### config.mk
export PLATFORM = sky130hd
export DESIGN_NAME = memory_access_stage
export DESIGN_NICKNAME = d
export VERILOG_FILES = /design/src/rtl/memory_access_stage_pkg.sv /design/src/rtl/memory_access_stage_access_watchdog.sv /design/src/rtl/memory_access_stage.sv
export SDC_FILE = /design/constraint.sdc
export NUM_CORES = 1
export LEC_CHECK = 0
export CORE_MARGIN = 2
export CORE_UTILIZATION = 44
export CTS_BUF_LIST = sky130_fd_sc_hd__clkbuf_4 sky130_fd_sc_hd__clkbuf_8
export DETAILED_ROUTE_END_ITERATION = 12
export GPL_TIMING_DRIVEN = 0
export HOLD_SLACK_MARGIN = 0.08
export PLACE_DENSITY = 0.83
export SYNTH_ARGS = -nofsm -noshare
export SYNTH_HDL_FRONTEND = slang
export SYNTH_SLANG_ARGS = --single-unit
export TNS_END_PERCENT = 10
### constraint.sdc
create_clock -name clk -period 1.59 [get_ports clk]
set_input_delay 0.3975 -clock clk [delete_from_list [all_inputs] [get_ports clk]]
set_output_delay 0.3975 -clock clk [all_outputs]
set_load 0.01 [all_outputs]
### src/rtl/memory_access_stage_pkg.sv
// Shared definitions for the MEM pipeline stage: datapath widths, the
// FSM state encoding and the default access-timeout limit.
package memory_access_stage_pkg;

  localparam int unsigned MAS_DATA_W          = 32;
  localparam int unsigned MAS_REG_W           = 5;
  localparam int unsigned MAS_TIMEOUT_DEFAULT = 255;

  typedef enum logic [0:0] {
    ST_IDLE   = 1'b0,
    ST_ACCESS = 1'b1
  } state_e;

endpackage

### src/rtl/memory_access_stage_access_watchdog.sv
// Access watchdog for the MEM stage: an 8-bit cycle counter that runs while
// a data-memory access is outstanding and flags expiry in the cycle that
// would be the TIMEOUT_CYCLES-th request cycle. Only instantiated when
// MEM_TIMEOUT_EN is defined.
module access_watchdog
  import memory_access_stage_pkg::*;
#(
  parameter int unsigned TIMEOUT_CYCLES = MAS_TIMEOUT_DEFAULT
) (
  input  logic clk,
  input  logic reset,
  input  logic i_start,
  input  logic i_run,
  output logic o_expire
);

  // Count value held during the last allowed request cycle.
  localparam logic [7:0] CNT_LAST = 8'(TIMEOUT_CYCLES - 1);

  logic [7:0] r_cnt;

  // Clear on access entry, then count every ACCESS cycle.
  always_ff @(posedge clk or negedge reset) begin
    if (!reset) begin
      r_cnt <= '0;
    end else if (i_start) begin
      r_cnt <= '0;
    end else if (i_run) begin
      r_cnt <= r_cnt + 8'd1;
    end
  end

  assign o_expire = i_run && (r_cnt == CNT_LAST);

endmodule

### src/rtl/memory_access_stage.sv
// Pipeline MEM stage. Passes non-memory ops straight into MEM/WB, and runs
// loads/stores through a req/ack data-memory port while stalling upstream.
// The ALU result is echoed combinationally for EX forwarding.
// Optional feature: define MEM_TIMEOUT_EN to add the access watchdog that
// aborts a hung access after TIMEOUT_CYCLES request cycles and raises the
// sticky errorOutput flag; without it errorOutput is tied low.
module memory_access_stage
  import memory_access_stage_pkg::*;
#(
  parameter int unsigned TIMEOUT_CYCLES = MAS_TIMEOUT_DEFAULT
) (
  input  logic        clk,
  input  logic        reset,
  input  logic        validInput,
  input  logic        memToRegInput,
  input  logic        regWriteInput,
  input  logic        memWriteInput,
  input  logic        memReadInput,
  input  logic [31:0] aluResultInput,
  input  logic [31:0] memWriteDataInput,
  input  logic [4:0]  regWriteRegisterInput,
  output logic [31:0] aluResultMemOutput,
  output logic        stallOutput,
  output logic        memReqOutput,
  output logic        memWeOutput,
  output logic [31:0] memAddrOutput,
  output logic [31:0] memWdataOutput,
  input  logic        memAckInput,
  input  logic [31:0] memRdataInput,
  output logic        validOutput,
  output logic        memToRegOutput,
  output logic        regWriteOutput,
  output logic [31:0] readDataOutput,
  output logic [31:0] aluResultOutput,
  output logic [4:0]  regWriteRegisterOutput,
  output logic        errorOutput
);

  localparam int unsigned DATA_W = MAS_DATA_W;
  localparam int unsigned REG_W  = MAS_REG_W;

  // The watchdog counter is 8 bits wide, so the limit must fit in 1..255.
  generate
    if (TIMEOUT_CYCLES < 1 || TIMEOUT_CYCLES > 255) begin : g_bad_timeout
      $error("TIMEOUT_CYCLES must lie in 1..255");
    end
  endgenerate

  state_e              r_state;
  logic                r_req;
  logic                r_we;
  logic [DATA_W-1:0]   r_addr;
  logic [DATA_W-1:0]   r_wdata;
  logic                r_lat_m2r;
  logic                r_lat_rw;
  logic [REG_W-1:0]    r_lat_rd;

  logic                r_wb_valid;
  logic                r_wb_m2r;
  logic                r_wb_rw;
  logic [DATA_W-1:0]   r_wb_rdata;
  logic [DATA_W-1:0]   r_wb_alu;
  logic [REG_W-1:0]    r_wb_rd;

  logic                w_in_access;
  logic                w_is_memop;
  logic                w_capture;
  logic                w_ack_done;
  logic                w_expire;
  logic                w_timeout;

  assign w_in_access = (r_state == ST_ACCESS);
  assign w_is_memop  = memReadInput || memWriteInput;
  assign w_capture   = !w_in_access && validInput && w_is_memop;
  assign w_ack_done  = w_in_access && memAckInput;
  // A real ack in the final allowed cycle wins over the watchdog.
  assign w_timeout   = w_in_access && w_expire && !memAckInput;

`ifdef MEM_TIMEOUT_EN
  logic r_err;

  access_watchdog #(
    .TIMEOUT_CYCLES(TIMEOUT_CYCLES)
  ) u_access_watchdog (
    .clk      (clk),
    .reset    (reset),
    .i_start  (w_capture),
    .i_run    (w_in_access),
    .o_expire (w_expire)
  );

  // Sticky timeout flag, cleared only by reset.
  always_ff @(posedge clk or negedge reset) begin
    if (!reset) begin
      r_err <= 1'b0;
    end else if (w_timeout) begin
      r_err <= 1'b1;
    end
  end

  assign errorOutput = r_err;
`else
  assign w_expire    = 1'b0;
  assign errorOutput = 1'b0;
`endif

  // ---- capture / request stage: FSM plus registered memory port ----
  // Latch the op on entry to ACCESS and hold the request until completion.
  always_ff @(posedge clk or negedge reset) begin
    if (!reset) begin
      r_state   <= ST_IDLE;
      r_req     <= 1'b0;
      r_we      <= 1'b0;
      r_addr    <= '0;
      r_wdata   <= '0;
      r_lat_m2r <= 1'b0;
      r_lat_rw  <= 1'b0;
      r_lat_rd  <= '0;
    end else if (w_capture) begin
      r_state   <= ST_ACCESS;
      r_req     <= 1'b1;
      r_we      <= memWriteInput;
      r_addr    <= aluResultInput;
      r_wdata   <= memWriteDataInput;
      r_lat_m2r <= memToRegInput;
      r_lat_rw  <= regWriteInput;
      r_lat_rd  <= regWriteRegisterInput;
    end else if (w_ack_done || w_timeout) begin
      r_state   <= ST_IDLE;
      r_req     <= 1'b0;
    end
  end

  // ---- MEM/WB stage ----
  // Write-back register: direct for ALU ops, from the latch on completion.
  always_ff @(posedge clk or negedge reset) begin
    if (!reset) begin
      r_wb_valid <= 1'b0;
      r_wb_m2r   <= 1'b0;
      r_wb_rw    <= 1'b0;
      r_wb_rdata <= '0;
      r_wb_alu   <= '0;
      r_wb_rd    <= '0;
    end else if (!w_in_access) begin
      if (validInput && !w_is_memop) begin
        r_wb_valid <= 1'b1;
        r_wb_m2r   <= memToRegInput;
        r_wb_rw    <= regWriteInput;
        r_wb_rdata <= '0;
        r_wb_alu   <= aluResultInput;
        r_wb_rd    <= regWriteRegisterInput;
      end else begin
        // Empty slot or an op entering ACCESS: bubble, fields hold.
        r_wb_valid <= 1'b0;
      end
    end else if (w_ack_done) begin
      r_wb_valid <= 1'b1;
      r_wb_m2r   <= r_lat_m2r;
      r_wb_rw    <= r_lat_rw;
      r_wb_rdata <= r_we ? '0 : memRdataInput;
      r_wb_alu   <= r_addr;
      r_wb_rd    <= r_lat_rd;
    end else if (w_timeout) begin
      // Abandoned access retires without touching the register file.
      r_wb_valid <= 1'b1;
      r_wb_m2r   <= r_lat_m2r;
      r_wb_rw    <= 1'b0;
      r_wb_rdata <= '0;
      r_wb_alu   <= r_addr;
      r_wb_rd    <= r_lat_rd;
    end else begin
      r_wb_valid <= 1'b0;
    end
  end

  assign aluResultMemOutput     = aluResultInput;
  assign stallOutput            = w_in_access;
  assign memReqOutput           = r_req;
  assign memWeOutput            = r_we;
  assign memAddrOutput          = r_addr;
  assign memWdataOutput         = r_wdata;
  assign validOutput            = r_wb_valid;
  assign memToRegOutput         = r_wb_m2r;
  assign regWriteOutput         = r_wb_rw;
  assign readDataOutput         = r_wb_rdata;
  assign aluResultOutput        = r_wb_alu;
  assign regWriteRegisterOutput = r_wb_rd;

endmodule

==> summary.txt <==
Outcome
  • Status: finished with violations
  • Violated checks: negative setup slack

Yosys
  • Syn Inst Count: 464
  • Flip-flop and latch count after synthesis: 145
  • Post-synthesis sequential area ratio: 55.8%
  • Area contributors post-synth: dfrtp_1 (56%), mux2_2 (12%), mux2_4 (8.5%)
  • Ys Warns: 0
  • Yosys top cell area share: 55.8%
  • Post-Syn Area: 6500 sq um
  • Largest area contributor in the netlist: dfrtp_1
  • Mapped Nets: 573
  • Avg Inst Size Synth: 14.0 sq um
  • Library cells used by synthesis: 18

Clocking
  • Clock buffer depth: 2
  • Latest clock arrival within the worst-skew pair: 0.44 ns
  • Clock sink total: 145
  • CTS buffer count: 17
  • Root Buffer: clkbuf_8
  • CTS tree: yes
  • H-tree levels: 4
  • Clock-pin slew of the registers on the worst-case setup and hold paths: 0.07 ns

Placed design
  • Dpl ws: -0.628 ns
  • Placed cell count: 927
  • IO buf count: 278
  • Placer Congestion: 0.805
  • Detailed placer's ending HPWL: 12600 um

Die
  • # rows: 44
  • Initial Util: 44.9%
  • Die ar.: 15800 sq um
  • Ports: 281
  • Die Width: 126 um
  • Core ar.: 14500 sq um
  • Height of the die: 126 um

Worst setup path
  • WP data arrival: 1.93 ns
  • CP Launch Type: register
  • Data required time at the worst endpoint: 1.91 ns
  • R2R Path Start: memReqOutput
  • CP Capture Type: register
  • FF-to-FF path depth: 5
  • R2R setup slack: -0.02 ns
  • Critical Path Fanout Max: 10
  • Reg-to-Reg End: memAddrOutput[21]
  • Setup CP Type: reg2reg

GRT
  • Busiest layer in global routing: met2
  • Met3 Use GR: 7.62%
  • GRT overflow: 0
  • GR Util met1: 24.5%
  • Global-route wire length before repair: 27400 um
  • Initial antenna violation count: 0
  • Vias in the first global route: 5260
  • Pin count of the biggest net entering global routing: 94
  • Tot GR Track Use: 22.1%
  • GR Util met2: 38.6%

Finish
  • Diodes inserted: 0
  • Final cell count without fillers: 964
  • Share of layout cells above drive strength 1: 28.8%
  • Commonest non-fill, non-tap cell in the layout: dlygate4sd2_1
  • Synthesis-to-layout area growth: 52.8%
  • Most frequent cells in the layout: dlygate4sd2_1 (158), dfrtp_1 (144), clkdlybuf4s50_1 (77)
  • Final core area utilization: 68.6%
  • Final net count: 876

STA
  • Post-route setup slack: -0.0199 ns
  • Relative slew margins: 65.7%
  • Clock skew: 0.0102 ns
  • Fin crit period: 1.61 ns
  • Final TNS setup: -0.115 ns
  • Hold Slack: 0.329 ns
  • Crit share post-route: 101%
  • Final setup fails: 21
  • Final Hold Vio Count: 0
  • Tightest Pin Transition: 0.514 ns
  • RSZ-0062 raised after global routing: yes
  • Fin. max-slew vios: 0
  • Peak Freq: 621 MHz

Power
  • Cell leakage power: 4.63 nW
  • Pwr dens: 1310 nW/um^2
  • Max VDD drop: 0.742 mV

Route
  • DR vias: 4895
  • Vias per cell: 5.08
  • Post-DR wirelength/cell: 17.8 um
  • Router iterations before antenna repair: 5
  • Drt drc: 0
  • Initial DRC count: 161
  • Post-Route WL: 17100 um
  • DRT antenna net count: 0

Worst hold path
  • Hold path cells: 2
  • HP Start: aluResultInput[31]
  • Worst min-delay path class: in2reg
  • Hold Path Sink: memAddrOutput[31]

Run
  • Max Cap Viol: 0
-- timing repair --
item,4_1_cts,5_1_grt
endpoints found under the hold margin,52,0
pin swaps,0,1
setup endpoints to repair,307,136
setup buffers,2,2
gates resized for setup,267,31
hold buffers,1,0
-- cells in the mapped netlist, drive strengths merged --
master,n
mux2,149
dfrtp,145
buf,55
inv,33
nand4b,32
o21ai,32
clkbuf,10
a22o,2
nor2b,2
a21o,1
conb,1
nand2,1
nor2,1
-- how the worst max path moves through the flow --
stage                            start  slack [ns]                   to  depth (start not counted)
after global placement           reset       -5.44   readDataOutput[12]                          1
after floorplan           memReqOutput        0.04  aluResultOutput[24]                          4
after detailed placement    validInput       -0.63     memAddrOutput[9]                          6
final                     memReqOutput       -0.02    memAddrOutput[21]                          5
after CTS                 memReqOutput       -0.05     memAddrOutput[9]                          5
after global routing      memReqOutput       -0.08          r_lat_rd[4]                          5
-- cell families (layout without fill, tap and decap cells) --
kind of cell | after synthesis | after routing | synth area share (%)
flops | 145 | 145 | 55.8
compound gates | 35 | 35 | 2.85
simple gates | 36 | 36 | 4.62
buf+inv | 98 | 414 | 8.77
mux | 149 | 149 | 27.9
other cells | 1 | 1 | 0.0576
-- final cells by class --
class / instances / area (sq um)
Clock inverter: 13 / 185
Fill cell: 1104 / 4540
Tap cell: 184 / 230
Inverter: 33 / 124
Multi-Input combinational cell: 221 / 2310
Sequential cell: 145 / 3630
Timing Repair Buffer: 284 / 2660
Clock buffer: 19 / 249
Buffer: 65 / 546
-- through the flow --
stage / total power, mW / area [sq um]
2_1_floorplan: 7.58 / 6500
3_3_place_gp: 10.4 / 9520
3_5_place_dp: 10.6 / 9550
4_1_cts: 13.1 / 9860
5_1_grt: 13.7 / 9940
6_report: 13.0 / 9940
-- flip-flops by register name, summed over array words and instances, names as in the netlist --
name	cells
r_lat_rd	5
aluResultOutput	32
readDataOutput	32
memWeOutput	1
r_lat_m2r	1
r_lat_rw	1
regWriteOutput	1
memAddrOutput	32
memReqOutput	1
memWdataOutput	32
validOutput	1
memToRegOutput	1
regWriteRegisterOutput	5
-- routing by layer --
metal	up-vias	part of all wire, %
met5	-	0
met4	0	2.8
met3	42	8.0
met2	244	52
met1	2421	37
li1	2188	-
-- critical path, stage by stage, from the launching register on --
cell and delay (ns):
dfrtp_1 0.42, nor2b_2 0.18, nor2b_2 0.18, buf_6 0.18, buf_6 0.18, mux2_2 0.35
-- where the power goes --
part           leakage (nW)  internal [mW]  switching (mW)
combinational          2.66           2.60            1.91
sequential             1.75           4.72           0.605
clock                 0.217           1.75            1.41
No activity file was read; power rests on OpenSTA's default activity.
